### src/rtl/hazard_stall_ctrl_if.sv
// Pipeline-side bundle for the hazard/stall controller: ID/EX/MEM hazard inputs
// and the pipeline-register enables, flushes, MDU handshake and stall counter.
interface hazard_stall_ctrl_if #(
  parameter int CNT_W = 32
);
  logic [4:0]       rs_ID;
  logic [4:0]       rt_ID;
  logic             use_rs_ID;
  logic             use_rt_ID;
  logic             branch_ID;
  logic             taken_ID;
  logic             mdu_start_ID;
  logic             mdu_read_ID;
  logic [4:0]       RW_EX;
  logic             RegWrite_EX;
  logic             MemRead_EX;
  logic [4:0]       RW_MEM;
  logic             MemRead_MEM;
  logic             PC_write;
  logic             IFID_write;
  logic             IDEX_flush;
  logic             IFID_flush;
  logic             mdu_go;
  logic             mdu_busy;
  logic [CNT_W-1:0] stall_cycles;

  modport slave (
    input  rs_ID, rt_ID, use_rs_ID, use_rt_ID, branch_ID, taken_ID,
           mdu_start_ID, mdu_read_ID, RW_EX, RegWrite_EX, MemRead_EX,
           RW_MEM, MemRead_MEM,
    output PC_write, IFID_write, IDEX_flush, IFID_flush, mdu_go, mdu_busy,
           stall_cycles
  );

  modport master (
    output rs_ID, rt_ID, use_rs_ID, use_rt_ID, branch_ID, taken_ID,
           mdu_start_ID, mdu_read_ID, RW_EX, RegWrite_EX, MemRead_EX,
           RW_MEM, MemRead_MEM,
    input  PC_write, IFID_write, IDEX_flush, IFID_flush, mdu_go, mdu_busy,
           stall_cycles
  );
endinterface

### src/rtl/hazard_stall_ctrl.sv
// Hazard controller for the 5-stage MIPS core: load-use, ID-branch operand and
// MDU sequencing stalls, taken-branch flush, and a saturating stall counter.
module hazard_stall_ctrl #(
  parameter int MDU_LAT = 4,
  parameter int CNT_W   = 32
) (
  input  logic              clk,
  input  logic              rst,
  hazard_stall_ctrl_if.slave hs
);

  typedef enum logic {IDLE, BUSY} state_t;

  state_t           state_q, state_d;
  logic [3:0]       cnt_q, cnt_d;
  logic [CNT_W-1:0] stall_cycles_q, stall_cycles_d;

  logic match_e, match_m;
  logic load_use, br_ex, br_mem, mdu_hz, stall;
  logic busy, go;

  always_comb begin
    match_e = (hs.RW_EX != 5'd0) &&
              ((hs.use_rs_ID && (hs.RW_EX == hs.rs_ID)) ||
               (hs.use_rt_ID && (hs.RW_EX == hs.rt_ID)));
    match_m = (hs.RW_MEM != 5'd0) &&
              ((hs.use_rs_ID && (hs.RW_MEM == hs.rs_ID)) ||
               (hs.use_rt_ID && (hs.RW_MEM == hs.rt_ID)));

    // Busy is masked by reset so the whole reset cycle reads as idle.
    busy     = (state_q == BUSY) && !rst;
    load_use = hs.MemRead_EX && match_e;
    br_ex    = hs.branch_ID && hs.RegWrite_EX && match_e;
    br_mem   = hs.branch_ID && hs.MemRead_MEM && match_m;
    mdu_hz   = busy && (hs.mdu_start_ID || hs.mdu_read_ID);
    stall    = load_use || br_ex || br_mem || mdu_hz;
    go       = !rst && !stall && hs.mdu_start_ID;
  end

  always_comb begin
    hs.PC_write   = 1'b1;
    hs.IFID_write = 1'b1;
    hs.IDEX_flush = 1'b0;
    hs.IFID_flush = hs.branch_ID && hs.taken_ID;
    hs.mdu_go     = go;
    if (rst) begin
      hs.PC_write   = 1'b0;
      hs.IFID_write = 1'b0;
      hs.IDEX_flush = 1'b1;
      hs.IFID_flush = 1'b1;
    end else if (stall) begin
      // A taken branch held by a stall flushes once the stall clears.
      hs.PC_write   = 1'b0;
      hs.IFID_write = 1'b0;
      hs.IDEX_flush = 1'b1;
      hs.IFID_flush = 1'b0;
    end
  end

  always_comb begin
    state_d = state_q;
    cnt_d   = cnt_q;
    case (state_q)
      IDLE: begin
        if (go) begin
          state_d = BUSY;
          cnt_d   = 4'(MDU_LAT);
        end
      end
      BUSY: begin
        cnt_d = cnt_q - 4'd1;
        if (cnt_q == 4'd1) state_d = IDLE;
      end
      default: state_d = IDLE;
    endcase

    stall_cycles_d = stall_cycles_q;
    if (stall && (stall_cycles_q != {CNT_W{1'b1}}))
      stall_cycles_d = stall_cycles_q + CNT_W'(1);
  end

  always_ff @(posedge clk) begin
    if (rst) begin
      state_q        <= IDLE;
      cnt_q          <= 4'd0;
      stall_cycles_q <= '0;
    end else begin
      state_q        <= state_d;
      cnt_q          <= cnt_d;
      stall_cycles_q <= stall_cycles_d;
    end
  end

  assign hs.mdu_busy     = busy;
  assign hs.stall_cycles = stall_cycles_q;

endmodule

### src/flat_wrapper.sv
// flat-port wrapper written by rule: the top's interface ports become plain ports
module hazard_stall_ctrl_flat 
#(
  parameter int MDU_LAT = 4,
  parameter int CNT_W   = 32
)
  (clk, rst, hs_rs_ID, hs_rt_ID, hs_use_rs_ID, hs_use_rt_ID, hs_branch_ID, hs_taken_ID, hs_mdu_start_ID, hs_mdu_read_ID, hs_RW_EX, hs_RegWrite_EX, hs_MemRead_EX, hs_RW_MEM, hs_MemRead_MEM, hs_PC_write, hs_IFID_write, hs_IDEX_flush, hs_IFID_flush, hs_mdu_go, hs_mdu_busy, hs_stall_cycles);
  hazard_stall_ctrl_if #(.CNT_W(CNT_W)) hs_i ();
  input  logic clk;
  input  logic rst;
  input wire logic [$bits(hs_i.rs_ID)-1:0] hs_rs_ID;
  input wire logic [$bits(hs_i.rt_ID)-1:0] hs_rt_ID;
  input wire logic [$bits(hs_i.use_rs_ID)-1:0] hs_use_rs_ID;
  input wire logic [$bits(hs_i.use_rt_ID)-1:0] hs_use_rt_ID;
  input wire logic [$bits(hs_i.branch_ID)-1:0] hs_branch_ID;
  input wire logic [$bits(hs_i.taken_ID)-1:0] hs_taken_ID;
  input wire logic [$bits(hs_i.mdu_start_ID)-1:0] hs_mdu_start_ID;
  input wire logic [$bits(hs_i.mdu_read_ID)-1:0] hs_mdu_read_ID;
  input wire logic [$bits(hs_i.RW_EX)-1:0] hs_RW_EX;
  input wire logic [$bits(hs_i.RegWrite_EX)-1:0] hs_RegWrite_EX;
  input wire logic [$bits(hs_i.MemRead_EX)-1:0] hs_MemRead_EX;
  input wire logic [$bits(hs_i.RW_MEM)-1:0] hs_RW_MEM;
  input wire logic [$bits(hs_i.MemRead_MEM)-1:0] hs_MemRead_MEM;
  output wire logic [$bits(hs_i.PC_write)-1:0] hs_PC_write;
  output wire logic [$bits(hs_i.IFID_write)-1:0] hs_IFID_write;
  output wire logic [$bits(hs_i.IDEX_flush)-1:0] hs_IDEX_flush;
  output wire logic [$bits(hs_i.IFID_flush)-1:0] hs_IFID_flush;
  output wire logic [$bits(hs_i.mdu_go)-1:0] hs_mdu_go;
  output wire logic [$bits(hs_i.mdu_busy)-1:0] hs_mdu_busy;
  output wire logic [$bits(hs_i.stall_cycles)-1:0] hs_stall_cycles;
  assign hs_i.rs_ID = hs_rs_ID;
  assign hs_i.rt_ID = hs_rt_ID;
  assign hs_i.use_rs_ID = hs_use_rs_ID;
  assign hs_i.use_rt_ID = hs_use_rt_ID;
  assign hs_i.branch_ID = hs_branch_ID;
  assign hs_i.taken_ID = hs_taken_ID;
  assign hs_i.mdu_start_ID = hs_mdu_start_ID;
  assign hs_i.mdu_read_ID = hs_mdu_read_ID;
  assign hs_i.RW_EX = hs_RW_EX;
  assign hs_i.RegWrite_EX = hs_RegWrite_EX;
  assign hs_i.MemRead_EX = hs_MemRead_EX;
  assign hs_i.RW_MEM = hs_RW_MEM;
  assign hs_i.MemRead_MEM = hs_MemRead_MEM;
  assign hs_PC_write = hs_i.PC_write;
  assign hs_IFID_write = hs_i.IFID_write;
  assign hs_IDEX_flush = hs_i.IDEX_flush;
  assign hs_IFID_flush = hs_i.IFID_flush;
  assign hs_mdu_go = hs_i.mdu_go;
  assign hs_mdu_busy = hs_i.mdu_busy;
  assign hs_stall_cycles = hs_i.stall_cycles;
  hazard_stall_ctrl #(.MDU_LAT(MDU_LAT), .CNT_W(CNT_W)) u_core (.clk(clk), .rst(rst), .hs(hs_i));
endmodule
### config.mk
export PLATFORM = sky130hd
export DESIGN_NAME = hazard_stall_ctrl_flat
export DESIGN_NICKNAME = d
export VERILOG_FILES = /design/src/rtl/hazard_stall_ctrl_if.sv /design/src/rtl/hazard_stall_ctrl.sv /design/src/flat_wrapper.sv
export SDC_FILE = /design/constraint.sdc
export NUM_CORES = 1
export LEC_CHECK = 0
export BUFFER_PORTS_ARGS = -buffer_cell sky130_fd_sc_hd__buf_2
export CORE_MARGIN = 2
export CORE_UTILIZATION = 47
export CTS_CLUSTER_DIAMETER = 120
export CTS_CLUSTER_SIZE = 28
export DETAILED_ROUTE_END_ITERATION = 10
export PLACE_DENSITY = 0.83
export SYNTH_ARGS = -nofsm -noshare
export SYNTH_HDL_FRONTEND = slang
export SYNTH_SLANG_ARGS = --single-unit
### constraint.sdc
create_clock -name clk -period 2.45 [get_ports clk]
set_input_delay 0.49 -clock clk [delete_from_list [all_inputs] [get_ports clk]]
set_output_delay 0.49 -clock clk [all_outputs]
set_load 0.02 [all_outputs]
==> results.md <==
* Max FO, Critical Path at 4
* Largest family of logic cells by synthesized area: simple AND/OR/NAND/NOR gates
* EDFF count, synth at 0
* Post-synth top flop: dfxtp_1
* Synth Area in Compound Gates at 19.19%
* Root Buffer: clkbuf_8
* Critical setup path kind: input pin to primary output
* Antenna-violating nets left at 0
* Skew final at 8.688 ps
* Total gr overflow at 0
* Routed vias/inst at 5.781
* Area Overhead vs Synth at 26.51%
* Via count at 2555
* Fill count at ~440
* Max Slew Vio Count at 0
* #FFs+latches synth at 37
* Period minus WS final at 2514 ps
* Final setup fails at 1
* CTS tree: yes
* Warnings from Yosys at 0
* Hpwl dp at 4411 microns
* Final WL at 5940 microns
* Met2 wire length at 2969 microns
* Layout cell share with drive strength beyond 1 at 31.18%
* Tot GR Track Use at 22.34%
* Drc violations at 0
* Largest net degree at the start of global routing at between 40 and 50
* XOR/XNOR share of the synthesized area at ~7.6%
* # rows at 26
* Placed cell count at 433
* Max Fclk at about 0.40 GHz
* Share of the clock period used by the worst path after layout at 102.6%
* Final TNS setup at -63.56 ps
* Synth Area in Simple Gates at 31.98%
* Post-route setup slack at -63.56 ps
* Most frequent cell after synthesis: dfxtp_1
* Worst-path clk slew at about 80 ps
* Failing checks: setup timing
* Leakage power at roughly 0.0012 uW
* H-tree levels at 2
* Syn nets at 330
* Drt initial violations at 205
* Worst Path Arrival at 2020 ps
* Avg WL per Cell at 13.44 microns
* Vias in the first global route at approximately 2300
* Post-synth top area cell: dfxtp_1
* Adder-Cell Fraction of Synth Area at under 10%
* Die width at 75.85 microns
* Mux cell area share after synthesis at between 2 and 3%
* Most instantiated cells after synthesis: dfxtp_1, a21oi_1, nand3_1
* RSZ-0062 raised after global routing: true
* Met3 wire length at 311 microns
* Worst EP required at roughly 2000 ps
* Crit start category: input pin
* Max_cap viols at 0
* Slew of the pin with the lowest slew margin at 491.7 ps
* Drt pass-1 iters at 4
* Worst VDD drop at 240.2 uV
* Final Non-Filler Cells at 442
* Top-area cell type share of the netlist area at 30.53%
* Worst slew margin at 67.22%
* Fin util at 60.87%
* Nature of the critical path endpoint: primary output
* Fin nets at just over 400
* Cell count after synthesis at 296
* Unique masters post-synth at 53
* CTS Buffer Depth at 2
* Die Y at 75.85 microns
* Pwr/cell area at 454.8 nW/um^2
* Clk_lat worst skew at 300 ps
* Max Used Layer: met4
* Status: finished with violations
* Syn Std Cell Area at 2426 sq um
* Port bufs at 68
* Clk sinks at 37
* Main area contributors after synthesis: dfxtp_1, xnor2_1, a21oi_1, nand3_1, o31ai_1
* Seq/Total Area, Yosys at roughly 31%
* First-pass GRT wire length at 10130 microns
* Met1 WL at 2508 microns
* Initial antenna violation count at 0
* GP Congestion at just under 0.9
* Async set-or-reset flop fraction in the synthesized netlist at 0%
* Starting density of the core at between 40% and 50%
* IO Count at 69
* TritonCTS Buffers at 5
* Mapped Avg Cell Area at roughly 8.2 sq um
* Hold/Removal Path Class: flop to flop
* Core area at between 5000 and 6000 sq um
* Final Hold Viols at 0
* Ant diodes at 0
* Die area at around 5800 sq um
path summary, 6_finish.rpt:
path	to	from	slack [ps]	depth (start not counted)
setup / recovery	hs_mdu_go	hs_RW_MEM[0]	-60	7
hold / removal	u_core.hs.stall_cycles[22]$_SDFFE_PP0P_	u_core.hs.stall_cycles[22]$_SDFFE_PP0P_	490	2
setup reg to reg	u_core.hs.stall_cycles[30]$_SDFFE_PP0P_	u_core.hs.stall_cycles[17]$_SDFFE_PP0P_	300	6
hold reg to reg	u_core.hs.stall_cycles[22]$_SDFFE_PP0P_	u_core.hs.stall_cycles[22]$_SDFFE_PP0P_	490	2
cells by family after synthesis:
family,Yosys count
xor gates and xnor gates,21
muxes,6
AOI/OAI and AO/OA,69
and+or+nand+nor,134
adders and majority gates,3
DFF,37
buffers and inverters,26
registers in the layout, summed over array words and instances (netlist names):
register	flops
u_core.cnt_q	4
u_core.state_q	1
u_core.hs.stall_cycles	32
stage by stage:
stage	total power (uW)	hold WS, ps	setup slack [ps]	area (sq um)
3_3_place_gp	835.5	475.4	-98.44	2903
4_1_cts	1398	494.1	-106.2	3063
2_1_floorplan	764.8	508.3	6.013	2445
6_report	1396	491.2	-63.56	3069
5_1_grt	1448	530.5	-111.8	3069
3_5_place_dp	841.1	483.5	-123.3	2903
cells in the final DEF, fill, tap and decap left out, drive strengths merged, types with 2 or more instances in the layout:
master and count:
nor2b 8, o31ai 14, o31a 4, mux2 6, nor3 13, nand2b 2, a21o 3, ha 3
and2 3, and4 5, nand2 19, nor4 5, or4 14, nand4 11, o21ba 4, o21ai 7
and3 6, nor3b 4, o22ai 2, clkbuf 7, or3 7, inv 7, a21oi 26, buf 87
xnor2 20, nand3 21, dfxtp 37, nor2 15
worst max-delay path: stages:
cell     delay [ps]
buf_6            90
or3_4           370
o311a_1         310
a221o_1         350
nor2_4          150
and2_4          150
buf_6           110
per-layer routing:
layer  up-vias  GRT usage (%)
met3        16          5.026
met2        84          36.59
met4         0          11.50
li1       1265              -
met5         -              0
met1      1190          27.32
cell type report:
| type | count | area, sq um | share of cell area (%) |
|---|---|---|---|
| clock buffer | 7 | 86.33 | 2.813 |
| clock inverter | 1 | 30.03 | 0.9784 |
| inverter | 7 | 26.28 | 0.8561 |
| multi-input combinational | 233 | 1572 | 51.20 |
| sequential | 37 | 740.7 | 24.13 |
| tap | 70 | 87.58 | 2.854 |
| timing repair buffer | 87 | 526.8 | 17.16 |
power by group:
| group | switching (uW) | total (uW) | internal [uW] | leakage, uW |
|---|---|---|---|---|
| Clock | 225 | 557 | 332 | 0.0000585 |
| Sequential | 10.5 | 622 | 611 | 0.000299 |
| Combinational | 112 | 217 | 105 | 0.000847 |
repair_timing:
item                       4_1_cts  5_1_grt
pin swaps                        7        5
setup endpoints to repair        5        7
hold buffers                     0        0
hold endpoints to repair         0        0
buffers inserted                 1        0
gates resized for setup          9        1
(Power assumes the default switching activity.)
